## src/rtl/phy_clk_sched.sv

```systemverilog
// phy_clk_sched: clk_32f-synchronous rate scheduler for the PHY striping/serializer datapath.
// Latency: every output is registered; strobes line up with the cycle in which phase shows the
//          matching value, and mask changes take effect from phase 0 of the following frame.
// Backpressure: none on the datapath; reconfiguration uses a cfg_req/cfg_ack handshake and is
//          applied only on a 32-cycle frame boundary.
// Ports: clk_32f (sole clock), reset (async, active-high), enable (run/shutdown level),
//        cfg_req/cfg_mask/cfg_ack (mask reconfiguration), en_4f/en_2f/en_f (1/8, 1/16, 1/32 strobes),
//        frame_end (phase 31 pulse), phase (frame counter), active_mask {f,2f,4f}, ready (RUN only),
//        state (IDLE=0, SETTLE=1, RUN=2, DRAIN=3).
// Optional: define PHY_CLK_SQUARE_OUT_EN to add clk_4f_o/clk_2f_o/clk_f_o 50% square outputs.
module phy_clk_sched #(
   parameter int         SETTLE_CYCLES = 64,
   parameter logic [2:0] INIT_MASK     = 3'b111
) (
   input  logic       clk_32f,
   input  logic       reset,
   input  logic       enable,
   input  logic       cfg_req,
   input  logic [2:0] cfg_mask,
   output logic       cfg_ack,
   output logic       en_4f,
   output logic       en_2f,
   output logic       en_f,
   output logic       frame_end,
   output logic [4:0] phase,
   output logic [2:0] active_mask,
   output logic       ready,
   output logic [1:0] state
`ifdef PHY_CLK_SQUARE_OUT_EN
   ,
   output logic       clk_4f_o,
   output logic       clk_2f_o,
   output logic       clk_f_o
`endif
);

   typedef enum logic [1:0] {
      IDLE   = 2'd0,
      SETTLE = 2'd1,
      RUN    = 2'd2,
      DRAIN  = 2'd3
   } state_t;

   localparam logic [7:0] SETTLE_LAST = 8'(SETTLE_CYCLES - 1);

   state_t     st, st_n;
   logic [7:0] cnt, cnt_n;
   logic [4:0] phase_n;
   logic [2:0] mask_n;
   logic       seen, seen_n;
   logic       pend, pend_n;
   logic       drain_first, drain_first_n;
   logic       ack_n;
   logic       accept;
   logic       counting_n;

   assign state = st;

   always_comb begin
      st_n          = st;
      cnt_n         = cnt;
      phase_n       = phase;
      mask_n        = active_mask;
      pend_n        = pend;
      ack_n         = 1'b0;
      drain_first_n = 1'b0;
      // Requests are taken only in RUN; a request raised during DRAIN or SETTLE
      // waits (still high, flag still clear) until the scheduler is back in RUN.
      accept        = cfg_req & ~seen & (st == RUN);
      seen_n        = cfg_req & (seen | accept);
      case (st)
         IDLE: begin
            phase_n = 5'd0;
            if (enable) begin
               st_n   = SETTLE;
               mask_n = INIT_MASK;
               cnt_n  = 8'd0;
            end
         end
         SETTLE: begin
            if (!enable) begin
               st_n   = IDLE;
               mask_n = 3'b000;
            end else if (cnt == SETTLE_LAST) begin
               st_n    = RUN;
               phase_n = 5'd0;
            end else begin
               cnt_n = cnt + 8'd1;
            end
         end
         RUN: begin
            phase_n = phase + 5'd1;
            if (accept) pend_n = 1'b1;
            if (!enable || accept) begin
               st_n          = DRAIN;
               drain_first_n = 1'b1;
            end
         end
         DRAIN: begin
            phase_n = phase + 5'd1;
            // The entry cycle never counts as the boundary, so a drain entered
            // at phase 31 runs one full extra frame.
            if (phase == 5'd31 && !drain_first) begin
               if (!enable) begin
                  st_n   = IDLE;
                  mask_n = 3'b000;
                  pend_n = 1'b0;
               end else begin
                  st_n = RUN;
                  if (pend) begin
                     mask_n = cfg_mask;
                     ack_n  = 1'b1;
                     pend_n = 1'b0;
                  end
               end
            end
         end
         default: st_n = IDLE;
      endcase
      counting_n = (st_n == RUN) || (st_n == DRAIN);
   end

   // Strobes are computed from next-cycle phase/mask so they appear together
   // with the phase value they decode.
   always_ff @(posedge clk_32f or posedge reset) begin
      if (reset) begin
         st          <= IDLE;
         cnt         <= 8'd0;
         phase       <= 5'd0;
         active_mask <= 3'b000;
         seen        <= 1'b0;
         pend        <= 1'b0;
         drain_first <= 1'b0;
         cfg_ack     <= 1'b0;
         en_4f       <= 1'b0;
         en_2f       <= 1'b0;
         en_f        <= 1'b0;
         frame_end   <= 1'b0;
         ready       <= 1'b0;
      end else begin
         st          <= st_n;
         cnt         <= cnt_n;
         phase       <= phase_n;
         active_mask <= mask_n;
         seen        <= seen_n;
         pend        <= pend_n;
         drain_first <= drain_first_n;
         cfg_ack     <= ack_n;
         en_4f       <= counting_n & mask_n[0] & (phase_n[2:0] == 3'd7);
         en_2f       <= counting_n & mask_n[1] & (phase_n[3:0] == 4'd15);
         en_f        <= counting_n & mask_n[2] & (phase_n == 5'd31);
         frame_end   <= counting_n & (phase_n == 5'd31);
         ready       <= (st_n == RUN);
      end
   end

`ifdef PHY_CLK_SQUARE_OUT_EN
   always_ff @(posedge clk_32f or posedge reset) begin
      if (reset) begin
         clk_4f_o <= 1'b0;
         clk_2f_o <= 1'b0;
         clk_f_o  <= 1'b0;
      end else begin
         clk_4f_o <= counting_n & mask_n[0] & phase_n[2];
         clk_2f_o <= counting_n & mask_n[1] & phase_n[3];
         clk_f_o  <= counting_n & mask_n[2] & phase_n[4];
      end
   end
`endif

endmodule

```

## config.mk

```make
export PLATFORM = sky130hd
export DESIGN_NAME = phy_clk_sched
export DESIGN_NICKNAME = d
export VERILOG_FILES = /design/src/rtl/phy_clk_sched.sv
export SDC_FILE = /design/constraint.sdc
export NUM_CORES = 1
export LEC_CHECK = 0
export ABC_CLOCK_PERIOD_IN_PS = 3980
export CAP_MARGIN = 40
export CORE_UTILIZATION = 50
export CTS_CLUSTER_SIZE = 30
export DETAILED_ROUTE_END_ITERATION = 16
export GPL_ROUTABILITY_DRIVEN = 0
export GPL_TIMING_DRIVEN = 0
export PLACE_DENSITY_LB_ADDON = 0.12
export SYNTH_ARGS = -nofsm -noshare
export SYNTH_HDL_FRONTEND = slang
export SYNTH_SLANG_ARGS = --single-unit
```

## constraint.sdc

```tcl
create_clock -name clk_32f -period 3.98 [get_ports clk_32f]
set_clock_uncertainty 0.2 [all_clocks]
set_input_delay 0.796 -clock clk_32f [delete_from_list [all_inputs] [get_ports clk_32f]]
set_output_delay 0.796 -clock clk_32f [all_outputs]
set_load 0.1 [all_outputs]
```

==> impl_metrics.json, run 1 <==
{
  "path_class": "flop to output pin",
  "tightest_slew_ns": 0.573,
  "cp-end-kind": "output pin",
  "drive_gt1_share_pct": 22.5,
  "worstHoldPathType": "flop to flop",
  "yosysTopAreaCellShare_pct": 48.0,
  "grt_overflow_total": 0,
  "synth_warnings": 0,
  "finalSetupViolations": 0,
  "min_from": "seen",
  "cts_tree": "built",
  "start_kind": "flop",
  "wl_per_cell_um": 14.9,
  "path_cells": "clkdlybuf4s50_1 -> buf_8",
  "synth_area_leader_cell": "dfrtp_1",
  "ys_ff_latch": 27,
  "numCtsBuffers": 3,
  "ir_worst_vdd_mv": 0.266,
  "grtUsageTotal_pct": 23.1,
  "clock_sinks": 27,
  "slew_violations": 0,
  "timing.rr.start": "phase[0]",
  "core_um2": 2570,
  "critPathMaxStageDelay_ns": 0.57,
  "port_buffers": 21,
  "synth_edf_count": 0,
  "setup-tns-final_ns": 0,
  "postCtsHoldBufs": 0,
  "cts-resized-gates": 0,
  "place_ws_ns": 1.61,
  "ys_types": 44,
  "drv_cap": 0,
  "rows": 18,
  "grt_pass1_vias": 1128,
  "power.leakage_uw": 0.000849,
  "rsz0062_at_grt": "no",
  "finalHoldViolCount": 0,
  "vias": 1198,
  "r2r_cells": 7,
  "ys_async_sr_fraction_pct": 100,
  "final.period_utilization_pct": 66.3,
  "start_util_pct": 54.8,
  "grt_max_degree": 15,
  "ios": 23,
  "clock_path_buffers": 2,
  "final_common_cell": "dfrtp_1",
  "holdPathStages": 1,
  "synth_area_leaders": "dfrtp_1 (48%), a21oi_1 (3.6%), nor2_1 (3.2%)",
  "dp_hpwl_um": 2500,
  "fmax_ghz": 0.379,
  "cts-root-buf": "clkbuf_4",
  "fin_nets": 189,
  "antenna_cells": 0,
  "routed_wl_um": 3100,
  "finalCriticalPeriod_ns": 2.64,
  "syn_inst": 136,
  "syn_nets": 146,
  "antenna_found_initial": 0,
  "required_ns": 2.98,
  "status": "finished clean",
  "fill_cells": 179,
  "cpMaxStageDelayCell": "clkdlybuf4s50_1",
  "htreeDepth": 1,
  "startpoint": "state[0]",
  "dieArea_um2": 3030,
  "slew_headroom_pct": 61.8,
  "synth_area_um2": 1410,
  "synth_flop_cell": "dfrtp_1",
  "drt_iter0_markers": 16,
  "die_y_um": 55.0,
  "grt_pass1_wl_um": 4940,
  "clk_latency_ns": 0.33,
  "die_w_um": 55.0,
  "path_clk_slew_ns": 0.14,
  "cts_setup_buffers": 0,
  "area_delta_synth_final_pct": 37.6,
  "viasPerCell": 5.76,
  "ant_nets": 0,
  "critical_path.max_fanout": 9,
  "syn_avg_cell_area_um2": 10.3,
  "worstPathArrival_ns": 1.64,
  "setup_ws_ns": 1.34,
  "p_per_area_nw_per_um2": 263,
  "holdWs_ns": 0.298,
  "drc": 0,
  "layout_common_cells": "dfrtp_1 (27), clkdlybuf4s50_1 (21), buf_8 (17)",
  "yosysSeqAreaShare_pct": 48.0,
  "first_pass_iters": 4
}
==> metrics by stage <==
step           total power [uW]  utilization (%)  cells  instance area (um^2)
3_3_place_gp                376             64.4    187                  1650
2_1_floorplan               355                -    136                  1410
5_1_grt                     529             75.4    208                  1940
6_report                    508             75.4    208                  1940
4_1_cts                     513             75.4    208                  1940
3_5_place_dp                394             74.4    204                  1910
==> registers in the layout (all words and copies together), names as in the netlist <==
name and flops:
cfg_ack 1, en_2f 1, pend 1, cnt 8
seen 1, drain_first 1, frame_end 1, ready 1
phase 5, en_4f 1, state 2, active_mask 3
en_f 1
==> final timing paths <==
path	end	slack, ns
max reg2reg	en_2f	1.63
min in group asynchronous	active_mask[0]	0.61
min	seen	0.30
max	state[0]	1.34
min reg2reg	seen	0.30
max in group asynchronous	seen	2.47
==> synth_stat cells (all sizes together), types with 2 or more instances <==
cell type / n
a2111oi: 2
a211oi: 3
a21oi: 10
a22o: 2
a22oi: 3
a311oi: 2
and3: 2
buf: 3
dfrtp: 27
ha: 3
inv: 8
mux2: 2
mux2i: 2
nand2: 11
nand2b: 3
nand3: 3
nand3b: 2
nor2: 14
nor2b: 2
nor3: 4
o21ai: 5
or2: 4
xnor2: 5
==> report_power, final <==
part	switching [uW]	leakage (uW)	internal (uW)
logic	60.1	0.000473	36.2
registers	9.44	0.000361	283
clock network	80.8	0.0000150	39.3
total	150	0.000849	358
==> metal layers <==
metal	wire length, um	part of all wire, %	track usage, %	up-vias
li1	-	-	-	575
met1	1370	44	30.5	597
met2	1590	51	40.2	24
met3	113	3.7	2.73	2
met4	22	0.71	5.83	0
met5	0	0	0	-
==> logic make-up (layout without fill, tap and decap cells) <==
family          count (synthesis)  in the layout  synth area share (%)
buf+inv                        12             54                  3.82
mux                             4              4                  3.02
simple gates                   48             48                  18.8
compound gates                 37             37                  20.6
fa+ha+maj                       3              3                  2.67
flops                          27             27                  48.0
xor+xnor                        5              5                  3.11
==> area by class of cell <==
class	instances	area, um^2	share of cell area, %
Tap cell	30	37.5	1.94
Timing Repair Buffer	38	465	24.0
Multi-Input combinational cell	97	677	35.0
Buffer	4	23.8	1.23
Clock buffer	4	26.3	1.36
Sequential cell	27	676	34.9
Inverter	8	30.0	1.55
==> worst max-delay path, delay by kind of cell (launching register included) <==
family                 cells  cell delay [ns]
buffers and inverters      2             0.77
DFF                        1             0.54
No activity file was read; power rests on OpenSTA's default activity.
==> run 2, diff against run 1 <==
- ABC_CLOCK_PERIOD_IN_PS: 3980 -> 2200
- CORE_UTILIZATION: 50 -> 47
- clock period: 3.98 -> 2.2 ns (I/O delays scaled with it)
==> impl_metrics.json, run 2 (synthesis results as in run 1) <==
{
  "grtUsageTotal_pct": 22.7,
  "seq_area_um2": 689,
  "drc": 6,
  "die_w_um": 56.7,
  "antenna_found_initial": 0,
  "clock_path_buffers": 2,
  "rows": 19,
  "cp-end-kind": "output pin",
  "start_util_pct": 50.1,
  "slew_headroom_pct": 67.3,
  "htreeDepth": 1,
  "path_class": "flop to output pin",
  "drv_cap": 0,
  "worst-r2r-setup-slack_ns": 0.07,
  "clk_latency_ns": 0.34,
  "area_delta_synth_final_pct": 46.4,
  "final_cells": 212,
  "status": "finished with violations",
  "grt_pass1_wl_um": 5460,
  "final.period_utilization_pct": 97.3,
  "grt_util_met3_pct": 3.23,
  "p_switching_uw": 281,
  "final_area_um2": 2060,
  "cts_tree": "built",
  "power.clock.fraction_pct": 24.0,
  "viasPerCell": 5.72,
  "startpoint": "phase[2]",
  "comb_power_share_pct": 19.9,
  "numCtsBuffers": 3,
  "wl_per_cell_um": 15.5,
  "reg_top3": "cnt x8, phase x5, active_mask x3",
  "grt_overflow_total": 0,
  "start_kind": "flop",
  "timing.rr.start": "cnt[0]",
  "gr-max-usage-layer": "met2",
  "grt_pass1_vias": 1118,
  "finalCriticalPeriod_ns": 2.14,
  "finalSetupViolations": 0,
  "grt_max_degree": 19,
  "tightest_slew_ns": 0.491,
  "rr_endpoint": "en_4f",
  "critical_path.max_fanout": 5,
  "multi_input_area_um2": 736,
  "setup_ws_ns": 0.0595,
  "dieArea_um2": 3210,
  "placed_cell_area_um2": 1980,
  "drive_gt1_share_pct": 30.4,
  "dp_hpwl_um": 2470,
  "met1_usage_pct": 30.2,
  "cpMaxStageDelayCell": "clkdlybuf4s50_1",
  "fmax_ghz": 0.467,
  "largest_reg_flops": 8,
  "violations": "design-rule violations",
  "critPathMaxStageDelay_ns": 0.53,
  "holdWs_ns": 0.215,
  "worstPathArrival_ns": 1.50,
  "r2r_cells": 6,
  "final_common_cell": "dfrtp_1",
  "layout_common_cells": "dfrtp_1 (20), clkdlybuf4s50_1 (19), buf_8 (14)",
  "slew_violations": 0,
  "vias": 1212,
  "rsz0062_at_grt": "yes",
  "routed_wl_um": 3300,
  "ant_nets": 0,
  "required_ns": 1.56,
  "core_um2": 2810,
  "place_ws_ns": 0.0734,
  "clock_sinks": 27,
  "port_buffers": 21,
  "power.leakage_uw": 0.000908,
  "path_clk_slew_ns": 0.15,
  "drt_iter0_markers": 39,
  "ir_worst_vdd_mv": 0.285,
  "die_y_um": 56.7,
  "worstHoldPathType": "input port to async pin",
  "p_per_area_nw_per_um2": 455,
  "path_cells": "clkdlybuf4s50_1 -> buf_8",
  "antenna_cells": 0,
  "fin_nets": 192,
  "fill_cells": 196,
  "dp.cells": 205,
  "grtUsageMet2_pct": 37.1,
  "first_pass_iters": 10,
  "cts-root-buf": "clkbuf_4",
  "seqPwrFrac_pct": 56.1,
  "swShare_pct": 30.0,
  "internal_power_uw": 655,
  "finalHoldViolCount": 0,
  "ios": 23,
  "top_register": "cnt"
}
-- run 2: cell count changes in the layout (fill, tap and decap cells not counted), sizes merged --
cell           delta
buf               +3
clkdlybuf4s50     -2
dlymetal6s2s      +2
-- run 2: how the worst max path moves through the flow --
stage / endpoint / cells past startpoint
final: phase[2] / 2
after global routing: en_2f / 5
after CTS: phase[1] / 2
after detailed placement: en_2f / 5
after global placement: state[0] / 1
after floorplan: en_2f / 7
-- run 2: area by class of cell --
| cell class | instances | share of cell area, % |
|---|---|---|
| Inverter | 8 | 1.46 |
| Sequential cell | 27 | 33.5 |
| Multi-Input combinational cell | 97 | 35.7 |
| Tap cell | 31 | 1.88 |
| Timing Repair Buffer | 41 | 25.0 |
| Buffer | 4 | 1.15 |
| Clock buffer | 4 | 1.28 |
-- run 2: per-layer routing --
layer  up-vias  wire length, um
li1        583                -
met1       580             1430
met2        40             1660
met3         9              135
met4         0               76
met5         -                0
-- run 2: critical path: cells and delay by family (launching register included) --
| family | cells | cell delay (ns) |
|---|---|---|
| buffers and inverters | 2 | 0.73 |
| flip-flops | 1 | 0.43 |
-- run 2: timing repair --
| item | 4_1_cts | 5_1_grt |
|---|---|---|
| pin swaps | 0 | 2 |
| endpoints found under the setup margin | 1 | 5 |
| gates resized for setup | 0 | 7 |
| hold endpoints to repair | 0 | 0 |
| hold buffers | 0 | 0 |
| buffers inserted | 1 | 2 |
-- run 2: power groups by stage --
stage	logic [uW]	registers [uW]	clock network [uW]
floorplan	57.8	586	0
global placement	145	536	0
detailed placement	178	537	0
CTS	183	526	224
global route	199	529	239
finish	186	526	224
-- run 2: through the flow --
step	TNS (ns)	util, %	power (uW)
after floorplan	0	-	643
after detailed placement	0	70.6	715
after global placement	-0.0797	61.1	681
after global routing	-0.0237	73.4	967
after CTS	0	71.8	932
final	0	73.4	936
==> run 3, diff against run 2 <==
- CORE_MARGIN: unset -> 4
- PLACE_DENSITY: unset -> 0.73
- PLACE_DENSITY_LB_ADDON: 0.12 -> unset
==> impl_metrics.json, run 3 (synthesis results as in run 1) <==
{
  "required_ns": 1.56,
  "dp_hpwl_um": 2640,
  "core_um2": 2810,
  "slew_violations": 0,
  "drc": 0,
  "rows": 19,
  "ios": 23,
  "htreeDepth": 1,
  "layout_common_cells": "dfrtp_1 (20), clkdlybuf4s50_1 (18), buf_8 (13)",
  "worst-r2r-setup-slack_ns": 0.11,
  "critPathMaxStageDelay_ns": 0.55,
  "largest_reg_flops": 8,
  "grt_pass1_wl_um": 6020,
  "dieArea_um2": 3930,
  "start_kind": "flop",
  "port_buffers": 21,
  "fin_nets": 192,
  "routed_wl_um": 3440,
  "area_delta_synth_final_pct": 45.5,
  "cpMaxStageDelayCell": "clkdlybuf4s50_1",
  "worstPathArrival_ns": 1.49,
  "finalHoldViolCount": 0,
  "top_register": "cnt",
  "p_per_area_nw_per_um2": 458,
  "critPathBufInv": 2,
  "grt_overflow_total": 0,
  "grtUsageTotal_pct": 19.3,
  "final.period_utilization_pct": 97.0,
  "final_common_cell": "dfrtp_1",
  "status": "finished clean",
  "grt_max_degree": 22,
  "rsz0062_at_grt": "no",
  "finalCriticalPeriod_ns": 2.13,
  "reg_top3": "cnt x8, phase x5, active_mask x3",
  "path_cells": "clkdlybuf4s50_1 -> buf_8",
  "ir_worst_vdd_mv": 0.266,
  "tightest_slew_ns": 0.481,
  "crit_end": "active_mask[0]",
  "antenna_cells": 0,
  "startpoint": "active_mask[0]",
  "power.leakage_uw": 0.000895,
  "first_pass_iters": 4,
  "r2r_cells": 5,
  "antenna_found_initial": 0,
  "cp-end-kind": "output pin",
  "cts-root-buf": "clkbuf_4",
  "grt_pass1_vias": 1216,
  "holdWs_ns": 0.187,
  "clock_path_buffers": 2,
  "fmax_ghz": 0.469,
  "path_depth": 2,
  "rr_endpoint": "cnt[7]",
  "drv_cap": 0,
  "drt_iter0_markers": 66,
  "numCtsBuffers": 3,
  "die_y_um": 62.7,
  "clock_sinks": 27,
  "total_power_uw": 936,
  "slew_headroom_pct": 67.9,
  "cts_tree": "built",
  "wl_per_cell_um": 16.2,
  "worstHoldPathType": "input port to async pin",
  "viasPerCell": 5.80,
  "crit_family": "buffers and inverters",
  "path_clk_slew_ns": 0.15,
  "finalSetupViolations": 0,
  "timing.rr.start": "cnt[0]",
  "clk_latency_ns": 0.33,
  "ant_nets": 0,
  "path_class": "flop to output pin",
  "die_w_um": 62.7,
  "critical_path.max_fanout": 3,
  "vias": 1229,
  "start_util_pct": 50.1,
  "drive_gt1_share_pct": 30.9
}
==> run 3: cell count changes in the layout (fill, tap and decap cells not counted) <==
| cell | change |
|---|---|
| o21ai_1 | -1 |
| nor3_1 | +1 |
| a31oi_4 | -1 |
| dlymetal6s2s_1 | -1 |
| buf_12 | +1 |
| and3_2 | -1 |
| buf_4 | +2 |
| and3_1 | +1 |
| buf_8 | -1 |
| clkdlybuf4s50_1 | -1 |
| o21ai_2 | +1 |
| a31oi_2 | +1 |
| nor3_2 | -1 |
==> run 3: layer usage <==
| layer | share of wire (%) | track usage [%] |
|---|---|---|
| met5 | 0 | 0 |
| met4 | 1.7 | 6.61 |
| met3 | 3.5 | 2.16 |
| met2 | 51 | 32.5 |
| met1 | 44 | 25.6 |
==> run 3: per-stage QoR <==
step	cell area (um^2)	utilization, %	setup slack (ns)	setup TNS, ns	cells
final	2050	72.9	0.0660	0	212
after global routing	2050	72.9	0.00269	0	212
after CTS	2010	71.8	0.0168	0	210
after detailed placement	1980	70.6	0.0807	0	205
after global placement	1710	61.1	-0.0615	-0.0757	188
after floorplan	1460	-	0.0235	0	136
==> run 3: power breakdown <==
group          switching [uW]  internal, uW  leakage, uW
logic                     116          74.8     0.000531
registers                13.5           511     0.000349
clock network             149          71.2    0.0000150
total                     279           657     0.000895
==> run 3: how the worst min path moves through the flow <==
stage	cells after the start	end	startpoint	slack, ns
after detailed placement	1	seen	seen	0.27
after CTS	2	ready	reset	0.18
final	2	ready	reset	0.19
after global placement	1	seen	seen	0.26
after floorplan	1	seen	seen	0.26
after global routing	2	ready	reset	0.17
==> run 3: area by class of cell <==
type | instances | area [um^2]
Inverter | 8 | 30.0
Clock buffer | 4 | 26.3
Sequential cell | 27 | 689
Buffer | 4 | 23.8
Timing Repair Buffer | 41 | 513
Tap cell | 31 | 38.8
Multi-Input combinational cell | 97 | 724
Fill cell | 188 | 759
==> run 3: what timing repair did <==
item                       CTS  global route
buffers inserted             1             4
hold buffers                 0             0
gates resized for setup      0             5
setup endpoints to repair    1             8
pin swaps                    0             2
